`src/rtl/barcodescanner_nios_ddr2_memory_ex_pkg.sv`:
```
// barcodescanner_nios_ddr2_memory_ex_pkg: shared checker states, default polynomials and LFSR step
package barcodescanner_nios_ddr2_memory_ex_pkg;
  localparam logic [1:0] ST_IDLE = 2'd0;
  localparam logic [1:0] ST_SEEK = 2'd1;
  localparam logic [1:0] ST_VERIFY = 2'd2;
  localparam logic [1:0] ST_LOCKED = 2'd3;
  typedef enum logic [1:0] {
    IDLE = ST_IDLE,
    SEEK = ST_SEEK,
    VERIFY = ST_VERIFY,
    LOCKED = ST_LOCKED
  } chk_state_e;
  localparam logic [7:0] TAPS_8 = 8'h1D;
  localparam logic [15:0] TAPS_16 = 16'h002D;
  localparam logic [31:0] TAPS_32 = 32'h000000C5;
  // Galois step on the low w bits of a 32-bit container; upper bits are zeroed
  function automatic logic [31:0] step(input logic [31:0] x, input logic [31:0] taps, input int w);
    logic [31:0] m;
    m = (w >= 32) ? '1 : ((32'd1 << w) - 32'd1);
    return ((x << 1) ^ ({32{x[w-1]}} & taps)) & m;
  endfunction
endpackage

```
`src/rtl/barcodescanner_nios_ddr2_memory_ex_prbs_chk.sv`:
```
// barcodescanner_nios_ddr2_memory_ex_prbs_chk: self-synchronising LFSR pattern checker
module barcodescanner_nios_ddr2_memory_ex_prbs_chk
  import barcodescanner_nios_ddr2_memory_ex_pkg::*;
#(
  parameter int WIDTH = 8,
  parameter logic [WIDTH-1:0] TAPS = WIDTH'(TAPS_8),
  parameter int LOCK_CNT = 4,
  parameter int LOSS_CNT = 3,
  parameter int CNT_W = 16
) (
  input  logic             clk,
  input  logic             reset,
  input  logic             chk_start,
  input  logic             chk_valid,
  input  logic [WIDTH-1:0] chk_data,
  output logic             chk_locked,
  output logic             chk_err,
  output logic [CNT_W-1:0] err_count
);
  localparam int MW = $clog2(LOCK_CNT + 1);
  localparam int LW = $clog2(LOSS_CNT + 1);
  function automatic logic [WIDTH-1:0] nxt(input logic [WIDTH-1:0] x);
    return WIDTH'(step(32'(x), 32'(TAPS), WIDTH));
  endfunction
  chk_state_e state_q, state_d;
  logic [WIDTH-1:0] exp_q, exp_d;
  logic [MW-1:0] match_q, match_d;
  logic [LW-1:0] miss_q, miss_d;
  logic err_q, err_d;
  logic [CNT_W-1:0] cnt_q, cnt_d;
  always_ff @(posedge clk) begin
    if (reset) begin
      state_q <= IDLE;
      exp_q <= '0;
      match_q <= '0;
      miss_q <= '0;
      err_q <= 1'b0;
      cnt_q <= '0;
    end else begin
      state_q <= state_d;
      exp_q <= exp_d;
      match_q <= match_d;
      miss_q <= miss_d;
      err_q <= err_d;
      cnt_q <= cnt_d;
    end
  end
  always_comb begin
    state_d = state_q;
    exp_d = exp_q;
    match_d = match_q;
    miss_d = miss_q;
    err_d = 1'b0;
    cnt_d = cnt_q;
    if (chk_start) begin
      state_d = SEEK;
      match_d = '0;
      miss_d = '0;
      cnt_d = '0;
    end else if (chk_valid) begin
      case (state_q)
        SEEK: if (chk_data != '0) begin
          exp_d = nxt(chk_data);
          match_d = '0;
          state_d = VERIFY;
        end
        VERIFY: if (chk_data == exp_q) begin
          exp_d = nxt(exp_q);
          match_d = match_q + MW'(1);
          if (match_q == MW'(LOCK_CNT - 1)) begin
            state_d = LOCKED;
            miss_d = '0;
          end
        end else begin
          exp_d = nxt(chk_data);
          match_d = '0;
          state_d = (chk_data == '0) ? SEEK : VERIFY;
        end
        LOCKED: begin
          exp_d = nxt(exp_q);
          if (chk_data == exp_q) miss_d = '0;
          else begin
            err_d = 1'b1;
            cnt_d = (&cnt_q) ? cnt_q : cnt_q + CNT_W'(1);
            miss_d = miss_q + LW'(1);
            state_d = (miss_q == LW'(LOSS_CNT - 1)) ? SEEK : LOCKED;
          end
        end
        default: ;
      endcase
    end
  end
  assign chk_locked = (state_q == LOCKED);
  assign chk_err = err_q;
  assign err_count = cnt_q;
endmodule

```
`src/rtl/barcodescanner_nios_ddr2_memory_ex_prbs.sv`:
```
// barcodescanner_nios_ddr2_memory_ex_prbs: Galois-LFSR pattern generator with independent pattern checker
module barcodescanner_nios_ddr2_memory_ex_prbs
  import barcodescanner_nios_ddr2_memory_ex_pkg::*;
#(
  parameter int WIDTH = 8,
  parameter logic [WIDTH-1:0] TAPS = WIDTH'(TAPS_8),
  parameter int SEED = 32,
  parameter int LOCK_CNT = 4,
  parameter int LOSS_CNT = 3,
  parameter int CNT_W = 16
) (
  input  logic             clk,
  input  logic             reset,
  input  logic             enable,
  input  logic             pause,
  input  logic             load,
  input  logic [WIDTH-1:0] ldata,
  output logic [WIDTH-1:0] data,
  input  logic             chk_start,
  input  logic             chk_valid,
  input  logic [WIDTH-1:0] chk_data,
  output logic             chk_locked,
  output logic             chk_err,
  output logic [CNT_W-1:0] err_count
);
  localparam logic [WIDTH-1:0] SEED_W = WIDTH'(SEED);
  logic [WIDTH-1:0] data_q, data_d;
  always_comb data_d = (reset || !enable) ? SEED_W :
                       load ? ldata :
                       pause ? data_q :
                       WIDTH'(step(32'(data_q), 32'(TAPS), WIDTH));
  always_ff @(posedge clk) data_q <= data_d;
  assign data = data_q;
  barcodescanner_nios_ddr2_memory_ex_prbs_chk #(
    .WIDTH(WIDTH), .TAPS(TAPS), .LOCK_CNT(LOCK_CNT), .LOSS_CNT(LOSS_CNT), .CNT_W(CNT_W)
  ) u_chk (
    .clk(clk), .reset(reset), .chk_start(chk_start), .chk_valid(chk_valid), .chk_data(chk_data),
    .chk_locked(chk_locked), .chk_err(chk_err), .err_count(err_count)
  );
endmodule

```
`config.mk`:
```
export PLATFORM = sky130hd
export DESIGN_NAME = barcodescanner_nios_ddr2_memory_ex_prbs
export DESIGN_NICKNAME = d
export VERILOG_FILES = /design/src/rtl/barcodescanner_nios_ddr2_memory_ex_pkg.sv /design/src/rtl/barcodescanner_nios_ddr2_memory_ex_prbs_chk.sv /design/src/rtl/barcodescanner_nios_ddr2_memory_ex_prbs.sv
export SDC_FILE = /design/constraint.sdc
export NUM_CORES = 1
export LEC_CHECK = 0
export ABC_AREA = 1
export BUFFER_PORTS_ARGS = -buffer_cell sky130_fd_sc_hd__buf_2
export CAP_MARGIN = 20
export CORE_AREA = 5 5 72 74
export DETAILED_ROUTE_END_ITERATION = 16
export DIE_AREA = 0 0 77 79
export PLACE_DENSITY = 0.85
export SLEW_MARGIN = 5
export SYNTH_ARGS = -nofsm -noshare
export SYNTH_HDL_FRONTEND = slang
export SYNTH_SLANG_ARGS = --single-unit
```
`constraint.sdc`:
```
create_clock -name clk -period 2.1 [get_ports clk]
set_input_delay 0.315 -clock clk [delete_from_list [all_inputs] [get_ports clk]]
set_output_delay 0.315 -clock clk [all_outputs]
set_load 0.02 [all_outputs]
```
==> results of run 1 <==
## flip-flops by register name, summed over array words and instances, names as in the netlist
register / count
u_chk.err_count: 16
data: 8
u_chk.exp_q: 8
u_chk.match_q: 3
u_chk.miss_q: 2
u_chk.state_q: 2
u_chk.chk_err: 1
## cells in the final DEF (no fill, tap or decap), drive strengths merged, types with 4 or more instances in the layout
cell type    n
nand2      101
buf         55
dfxtp       40
inv         39
nor2        36
a21oi       28
o21ai       18
xnor2       15
nand3       15
xor2         9
o211ai       7
clkbuf       7
nand4        5
ha           4
or2          4
## through the flow
step / setup WS (ns) / power [W] / util [%]
floorplan: 0.253 / 0.000916 / -
global placement: 0.265 / 0.000967 / 59.2
detailed placement: 0.185 / 0.000971 / 59.2
CTS: 0.172 / 0.00166 / 62.0
global route: 0.0900 / 0.00171 / 62.5
finish: 0.261 / 0.00165 / 62.5
## logic make-up (layout without fill, tap and decap cells)
kind of cell             after synthesis  count (layout)  share of synthesized area [%]
flip-flops                            40              40                           33.4
AO/OA/AOI/OAI                         62              62                           15.9
XOR/XNOR                              24              24                           8.78
buffers and inverters                 49             103                           8.93
adder cells (fa/ha/maj)                4               4                           2.09
AND/OR/NAND/NOR                      167             167                           30.8
## per-layer routing
layer	track usage (%)	vias to the layer above
li1	-	1215
met1	23.4	1088
met2	33.2	71
met3	5.22	13
met4	7.90	0
met5	0	-
## cell type report
| cell class | count | area [um2] |
|---|---|---|
| clock buffer | 7 | 96.3 |
| clock inverter | 1 | 30.0 |
| fill | 386 | 1700 |
| inverter | 40 | 153 |
| multi-input combinational | 257 | 1380 |
| sequential | 40 | 801 |
| tap | 54 | 67.6 |
| timing repair buffer | 55 | 305 |
## worst max-delay path: stages, from the launching register on
cell,delay [ns]
dfxtp_1,0.42
ha_1,0.24
nand2_2,0.10
nor3b_4,0.31
nand4_2,0.15
nand3_4,0.16
buf_12,0.16
o21ai_0,0.08
nand2_1,0.07
nor2_1,0.04
## path summary, 6_finish.rpt
check / startpoint / to
max reg2reg: u_chk.err_count[0] / u_chk.err_count[8]
min reg2reg: u_chk.match_q[0] / u_chk.match_q[0]
max: u_chk.err_count[0] / u_chk.err_count[8]
min: ldata[5] / data[5]
## power by group through the flow
stage          clock, W  combinational, W  sequential (W)
6_report       0.000692          0.000172        0.000785
5_1_grt        0.000731          0.000193        0.000787
4_1_cts        0.000700          0.000170        0.000785
3_5_place_dp          0          0.000168        0.000803
3_3_place_gp          0          0.000165        0.000803
2_1_floorplan         0          0.000109        0.000807
## what timing repair did
action / 4_1_cts / 5_1_grt
resized for setup: 0 / 0
buffers inserted: 0 / 1
endpoints found under the setup margin: 0 / 4
==> results by group, run 1 <==
Run status
  – Status: complete, no violations

Power
  – Clock network power share: 41.9%
  – Peak VDD IR: 0.330 mV
  – Ratio of total power to cell area: 582 nW/um2
  – Internal power: 0.00126 W
  – Net switching power: 0.000392 W
  – Sequential share of power: 47.6%
  – Logic pwr share: 10.4%
  – LEAKAGE: 1.25 nW
  – Sw Share: 23.8%

Detailed routing
  – DR top layer: met4
  – Post-route ant nets: 0
  – DRC Markers: 0
  – Detail Route met2 WL: 2730 um
  – Routed wire per std cell: 12.6 um
  – Initial drt markers: 170
  – Metal-1 WL: 2510 um
  – Total Wirelength: 5700 um
  – DR vias: 2387
  – DRT Pass-1 Iters: 4
  – WL met3: 347 um
  – Via-to-Cell Ratio: 5.26

CTS
  – CTS tree: built
  – TritonCTS buffer count: 5
  – Clk_lat worst skew: 0.30 ns
  – Clock tree sinks: 40
  – Clk root buf: clkbuf_8
  – Htree depth: 2
  – CTS max path bufs: 2
  – Hold_buf cts: 0
  – Worst-path clk slew: 0.08 ns

GRT
  – Overflow after GRT: 0
  – Gr usage total: 19.5%
  – First-pass GRT wire length: 9920 um
  – Vias in the first global route: 2307
  – Largest net degree at the start of global routing: 20
  – Initial antenna violation count: 0

Layout
  – Final Instance Area: 2830 um2
  – ANT cells: 0
  – Synth-to-Final Area Change: 18.3%
  – Final Non-Filler Cells: 454
  – Share of cells above drive strength 1: 22.3%
  – Final #Nets: 426

Logic synthesis
  – Seq/Total Area, Yosys: 33.4%
  – Most common cell in the netlist: nand2_1
  – Synthesized flop and latch total: 40
  – Post-synth top cells: nand2_1, dfxtp_1, inv_1
  – Synth Area per Inst: 6.92 um2
  – Ys flop type: dfxtp_1
  – Area contributors post-synth: dfxtp_1, nand2_1, inv_1
  – Ys Warns: 0
  – Synthesized area: 2390 um2
  – Synth Instances: 346
  – Post-synth top area share: 33.4%
  – Cell taking the most area after synthesis: dfxtp_1
  – Yosys cell types: 36
  – Syn nets: 373
  – EDFF count, synth: 0
  – Async S/R FF share, synth: 0%

STA
  – Final Setup Violations: 0
  – Clk_skew: 0.00929 ns
  – Max-slew violation count: 0
  – Hold slack: 0.242 ns
  – Minimum clock period: 1.84 ns
  – Setup TNS: 0 ns
  – Final period util: 87.6%
  – Fin. Hold Viols: 0
  – Fmax achieved: 544 MHz
  – RSZ-0062 raised after global routing: false
  – Slew @ Worst Pin: 0.574 ns
  – Worst rel slew slack: 61.7%

Setup path
  – Critical Path AT: 2.03 ns
  – Reg2reg setup slack: 0.26 ns
  – Worst Path Required: 2.29 ns
  – Setup CP Type: reg -> reg
  – Worst setup EP type: flop
  – Crit path max fanout: 12
  – Reg2reg path depth: 9
  – Startpoint Class: flop

Placed design
  – Cells after DPL: 445
  – IO buf count: 48
  – GP Congestion: 0.879
  – Hpwl dp: 4080 um
  – Placed inst area: 2690 um2

Die
  – Initial Util: 52.8%
  – FP Rows: 25
  – Die height: 79 um
  – Die Footprint: 6080 um2
  – Core area: 4540 um2
  – Top-level I/O count: 49
  – Chip width: 77 um

Job
  – Max Cap Viol: 0

Min path
  – Hold path depth: 3
  – Hold WC Path Type: in -> reg
Note: power is estimated with default switching activity, not from simulation.
==> inputs of run 2 (changes only) <==
- REMOVE_ABC_BUFFERS: default -> 1
==> run 2 against run 1 <==
Hold slack improved by 0.0046 ns. Global-route usage shrank 0.72 points. Clock power shrank 30%. Critical endpoint is now u_chk.err_count[0]. Highest routed layer unchanged. First-iteration DRC count up 30%. Flip-flop and latch count unchanged. Sequential power barely moved. Core utilization decreased by 1.5 points.
==> results by group, run 2 (same netlist as run 1, synthesis figures left out) <==
Layout
  – Share of cells above drive strength 1: 21.6% (-0.64 points)
  – Synth-to-Final Area Change: 15.4%
  – Max FFs per register: 16 (unchanged)
  – Final Instance Area: 2760 um2 (-2.4%)
  – Commonest non-fill, non-tap cells in the layout: nand2_1, buf_2, dfxtp_1, inv_1, nor2_1
  – Final #Nets: 425 (-0.23%)
  – ANT cells: 0 (unchanged)
  – Commonest non-fill, non-tap cell in the layout: nand2_1

Die
  – Die height: 79 um (unchanged)
  – Die Footprint: 6080 um2 (unchanged)
  – Core area: 4540 um2 (unchanged)
  – Chip width: 77 um (unchanged)
  – Initial Util: 52.8% (unchanged)
  – Top-level I/O count: 49 (unchanged)
  – FP Rows: 25 (unchanged)

CTS
  – Worst-path clk slew: 0.07 ns (about the same)
  – Post-CTS resize count: 0 (unchanged)
  – Clk root buf: clkbuf_8
  – Htree depth: 2 (unchanged)
  – TritonCTS buffer count: 5 (unchanged)
  – CTS max path bufs: 2 (unchanged)
  – Setup Buffers After CTS: 0 (unchanged)
  – Clk_lat worst skew: 0.29 ns (about the same)
  – Clock tree sinks: 40 (unchanged)
  – CTS tree: built
  – Hold_buf cts: 0 (unchanged)

Power
  – LEAKAGE: 1.22 nW (-2.7%)
  – Ratio of total power to cell area: 521 nW/um2 (-10%)
  – Peak VDD IR: 0.296 mV (-10%)

STA
  – Final period util: 87.9% (+0.35 points)
  – Worst setup margin: 0.254 ns (-0.00732 ns)
  – Fin. Hold Viols: 0 (unchanged)
  – Final Setup Violations: 0 (unchanged)
  – Setup TNS: 0 ns (unchanged)
  – Fmax achieved: 542 MHz (-0.40%)
  – Slew @ Worst Pin: 0.576 ns (+0.00145 ns)
  – Worst rel slew slack: 61.6% (-0.097 points)
  – Hold slack: 0.247 ns (+0.00462 ns)
  – Minimum clock period: 1.85 ns (+0.00732 ns)
  – Max-slew violation count: 0 (unchanged)
  – RSZ-0062 raised after global routing: false
  – Clk_skew: 0.00513 ns (-0.00416 ns)

Placed design
  – GP Congestion: 0.812 (-7.6%)
  – Hpwl dp: 4090 um (about the same)
  – IO buf count: 48 (unchanged)
  – Placed inst area: 2690 um2 (unchanged)
  – Pre-CTS setup slack: 0.260 ns (+0.0745 ns)

Detailed routing
  – Routed wire per std cell: 12.4 um (-1.6%)
  – DR vias: 2371 (-0.67%)
  – Total Wirelength: 5580 um (-2.0%)
  – DRT Pass-1 Iters: 4 (unchanged)
  – Post-route ant nets: 0 (unchanged)
  – DRC Markers: 0 (unchanged)
  – Via-to-Cell Ratio: 5.25 (-0.23%)
  – Initial drt markers: 221 (+30%)

Setup path
  – Reg2reg path depth: 8 (-1)
  – Crit path max fanout: 19 (+7)
  – Setup CP Type: reg -> reg
  – Critical Path AT: 2.02 ns (about the same)
  – Worst setup EP type: flop
  – Worst Path Required: 2.28 ns (about the same)
  – Reg2reg setup slack: 0.25 ns (about the same)
  – Startpoint Class: flop

Min path
  – Hold path depth: 3 (unchanged)
  – Hold WC Path Type: in -> reg

GRT
  – Vias in the first global route: 2180 (-5.5%)
  – Largest net degree at the start of global routing: 20 (unchanged)
  – Gr usage total: 18.8% (-0.72 points)
  – Initial antenna violation count: 0 (unchanged)
  – Overflow after GRT: 0 (unchanged)
  – First-pass GRT wire length: 9630 um (-2.9%)

Run status
  – Status: complete, no violations

Job
  – Max Cap Viol: 0 (unchanged)
run 2: worst max-delay path, cell delays in order, from the launching register on:
cell and delay (ns):
dfxtp_1 0.42, ha_1 0.24, nand2_2 0.09, nor3b_4 0.22, nand4_2 0.14, nand3_4 0.27, inv_4 0.13, o21ai_1 0.17
a21oi_2 0.04
run 2: cell type report:
| type | instances | area [um2] |
|---|---|---|
| Fill cell | 419 | 1770 |
| Multi-Input combinational cell | 257 | 1380 |
| Sequential cell | 40 | 801 |
| Timing Repair Buffer | 54 | 285 |
| Inverter | 40 | 153 |
| Clock buffer | 6 | 72.6 |
| Tap cell | 54 | 67.6 |
| Clock inverter | 1 | 5.00 |
run 2: path summary, 6_finish.rpt:
kind | startpoint | end
worst min register to register | u_chk.match_q[0] | u_chk.match_q[0]
worst max register to register | u_chk.err_count[0] | u_chk.err_count[0]
worst max-delay path | u_chk.err_count[0] | u_chk.err_count[0]
worst min-delay path | ldata[5] | data[5]
run 2: through the flow:
stage          util [%]  total power, W  cells
2_1_floorplan         -        0.000906    337
3_5_place_dp       59.2        0.000972    445
5_1_grt            60.9         0.00151    452
6_report           60.9         0.00144    452
4_1_cts            60.9         0.00146    452
3_3_place_gp       59.2        0.000968    445
run 2: metal layers:
layer / share of wire [%] / wire (um) / vias up / track usage [%]
met2: 47 / 2650 / 73 / 31.1
met4: 0.99 / 55 / 0 / 6.01
met3: 6.2 / 348 / 8 / 4.76
met1: 45 / 2530 / 1071 / 24.1
li1: - / - / 1219 / -
met5: 0 / 0 / - / 0
run 2: power by group:
part / switching, W / internal [W]
registers: 0.0000136 / 0.000772
logic: 0.000106 / 0.0000659
clock network: 0.000257 / 0.000226
==> inputs of run 3 (changes only) <==
- CORE_AREA: 5 5 72 74 -> 5 5 70 72
- DIE_AREA: 0 0 77 79 -> 0 0 75 77
- PLACE_DENSITY: 0.85 -> 0.89
- clock period: 2.1 -> 2.17 ns (I/O delays scaled with it)
==> run 3 against run 2 <==
Register-to-register slack lost 0.04 ns. Core utilization increased by 4.1 points. Combinational power shrank 2%. Die area decreased by 5.1%. Total power down 1.5%. First-iteration DRC count grew 38%. Clock power up 2%. Cell count decreased by 0.66%. Via count grew 3.0%. Global-route usage increased by 2.2 points. Flip-flop and latch count did not move. Non-clock buffer count is 2 lower. Largest power group unchanged.
==> results by group, run 3 (same netlist as run 1, synthesis figures left out) <==
STA
  – Minimum clock period: 1.96 ns (+0.115 ns)
  – Clk_skew: 0.0105 ns (+0.00538 ns)
  – Fmax achieved: 510 MHz (-5.9%)
  – Slew @ Worst Pin: 0.566 ns (-0.00987 ns)
  – Max-slew violation count: 0 (unchanged)
  – Worst rel slew slack: 62.2% (+0.66 points)
  – Fin. Hold Viols: 0 (unchanged)
  – Hold slack: 0.256 ns (+0.00907 ns)
  – Final Setup Violations: 0 (unchanged)
  – Setup TNS: 0 ns (unchanged)
  – RSZ-0062 raised after global routing: false
  – Worst setup margin: 0.209 ns (-0.0450 ns)
  – Final period util: 90.4% (+2.5 points)

Power
  – LEAKAGE: 1.21 nW (-0.78%)
  – Total power: 0.00142 W (-1.5%)
  – Peak VDD IR: 0.376 mV (+27%)
  – Ratio of total power to cell area: 515 nW/um2 (-1.1%)

CTS
  – Htree depth: 2 (unchanged)
  – CTS tree: built
  – Setup Buffers After CTS: 0 (unchanged)
  – Clk_lat worst skew: 0.30 ns (about the same)
  – Hold_buf cts: 0 (unchanged)
  – TritonCTS buffer count: 5 (unchanged)
  – Post-CTS resize count: 0 (unchanged)
  – CTS max path bufs: 2 (unchanged)
  – Clk root buf: clkbuf_8
  – Clock tree sinks: 40 (unchanged)
  – Worst-path clk slew: 0.07 ns (about the same)

GRT
  – Vias in the first global route: 2283 (+4.7%)
  – Initial antenna violation count: 0 (unchanged)
  – First-pass GRT wire length: 9780 um (+1.5%)
  – Overflow after GRT: 0 (unchanged)
  – Gr usage total: 21.0% (+2.2 points)
  – Largest net degree at the start of global routing: 20 (unchanged)

Layout
  – Synth-to-Final Area Change: 15.0%
  – Final #Nets: 423 (-0.47%)
  – Fillers: 368 (-12%)
  – Max FFs per register: 16 (unchanged)
  – Area of the multi-input gates: 1380 um2 (unchanged)
  – Share of cells above drive strength 1: 21.2% (-0.45 points)
  – Commonest non-fill, non-tap cells in the layout: nand2_1, buf_2, dfxtp_1, inv_1, nor2_1
  – Sequential cell area: 801 um2 (unchanged)
  – ANT cells: 0 (unchanged)
  – Commonest non-fill, non-tap cell in the layout: nand2_1

Setup path
  – Worst Path Required: 2.35 ns (+0.07 ns)
  – Startpoint Class: flop
  – Max incr delay on CP: 0.41 ns (about the same)
  – Setup CP Type: reg -> reg
  – Crit path max fanout: 19 (unchanged)
  – Slowest cell on crit path: dfxtp_1
  – Critical Path AT: 2.14 ns (+0.12 ns)
  – Crit-path cells: ha_1 -> nand2_2 -> nor3b_4 -> nand4_2 -> nand3_4 -> inv_4 -> o21ai_1 -> a21oi_2
  – Cell family with most CP delay: simple AND/OR/NAND/NOR gates
  – WP buf/inv: 1 (unchanged)
  – Worst setup EP type: flop

Min path
  – Hold WC Path Type: in -> reg

Die
  – Die height: 77 um (-2.5%)
  – Chip width: 75 um (-2.6%)
  – Top-level I/O count: 49 (unchanged)
  – Die Footprint: 5780 um2 (-5.1%)
  – Initial Util: 56.6% (+3.8 points)
  – FP Rows: 24 (-4.0%)
  – Core area: 4230 um2 (-6.6%)

Placed design
  – IO buf count: 48 (unchanged)
  – GP Congestion: 0.880 (+8.3%)
  – Hpwl dp: 4220 um (+3.3%)
  – Pre-CTS setup slack: 0.221 ns (-0.0390 ns)

Detailed routing
  – Initial drt markers: 304 (+38%)
  – DRT Pass-1 Iters: 5 (+1)
  – Routed wire per std cell: 12.9 um (+4.1%)
  – Post-route ant nets: 0 (unchanged)
  – DR vias: 2443 (+3.0%)
  – Via-to-Cell Ratio: 5.44 (+3.7%)
  – Total Wirelength: 5780 um (+3.4%)
  – DRC Markers: 0 (unchanged)

Job
  – Max Cap Viol: 0 (unchanged)

Run status
  – Status: complete, no violations
-- run 3: changes by cell type in the layout (fill, tap and decap cells not counted), sizes merged --
| cell | change |
|---|---|
| clkbuf | +1 |
| buf | -2 |
-- run 3: path summary, 6_finish.rpt --
kind / start / to / slack, ns / cells past startpoint
worst max register to register: u_chk.err_count[0] / u_chk.err_count[0] / 0.21 / 8
worst max-delay path: u_chk.err_count[0] / u_chk.err_count[0] / 0.21 / 8
worst min register to register: u_chk.match_q[0] / u_chk.match_q[0] / 0.47 / 2
worst min-delay path: ldata[5] / data[5] / 0.26 / 3
-- run 3: layout make-up --
| type | count | area share (%) |
|---|---|---|
| well taps | 52 | 2.36 |
| flip-flops and latches | 40 | 29.1 |
| clock buffers | 7 | 2.77 |
| inverters | 40 | 5.54 |
| clock inverters | 1 | 0.318 |
| multi-input cells | 257 | 50.1 |
| repair buffers | 52 | 9.81 |
-- run 3: per-layer routing --
metal | wire (um) | track usage (%) | part of all wire (%) | vias to the layer above
met5 | 0 | 0 | 0 | -
met4 | 61 | 5.16 | 1.1 | 0
met3 | 431 | 5.23 | 7.5 | 6
met2 | 2820 | 36.1 | 49 | 112
met1 | 2460 | 25.7 | 43 | 1112
li1 | - | - | - | 1213
-- run 3: stage by stage --
step	area [um2]	utilization, %	std cells
after global routing	2750	65.0	449
after detailed placement	2670	63.0	441
after global placement	2670	63.0	441
after floorplan	2330	-	337
final	2750	65.0	449
after CTS	2750	65.0	449
-- run 3: where the power goes --
| group | leakage [nW] | total, W | internal [W] | switching (W) |
|---|---|---|---|---|
| clock network | 0.0424 | 0.000491 | 0.000230 | 0.000262 |
| logic | 0.843 | 0.000168 | 0.0000638 | 0.000104 |
| registers | 0.324 | 0.000760 | 0.000747 | 0.0000129 |
| total | 1.21 | 0.00142 | 0.00104 | 0.000379 |
-- run 3: worst register-to-register path, stage by stage, from the launching register on --
cell and delay, ns:
dfxtp_1 0.41, ha_1 0.24, nand2_2 0.09, nor3b_4 0.31
nand4_2 0.16, nand3_4 0.28, inv_4 0.14, o21ai_1 0.17
a21oi_2 0.04
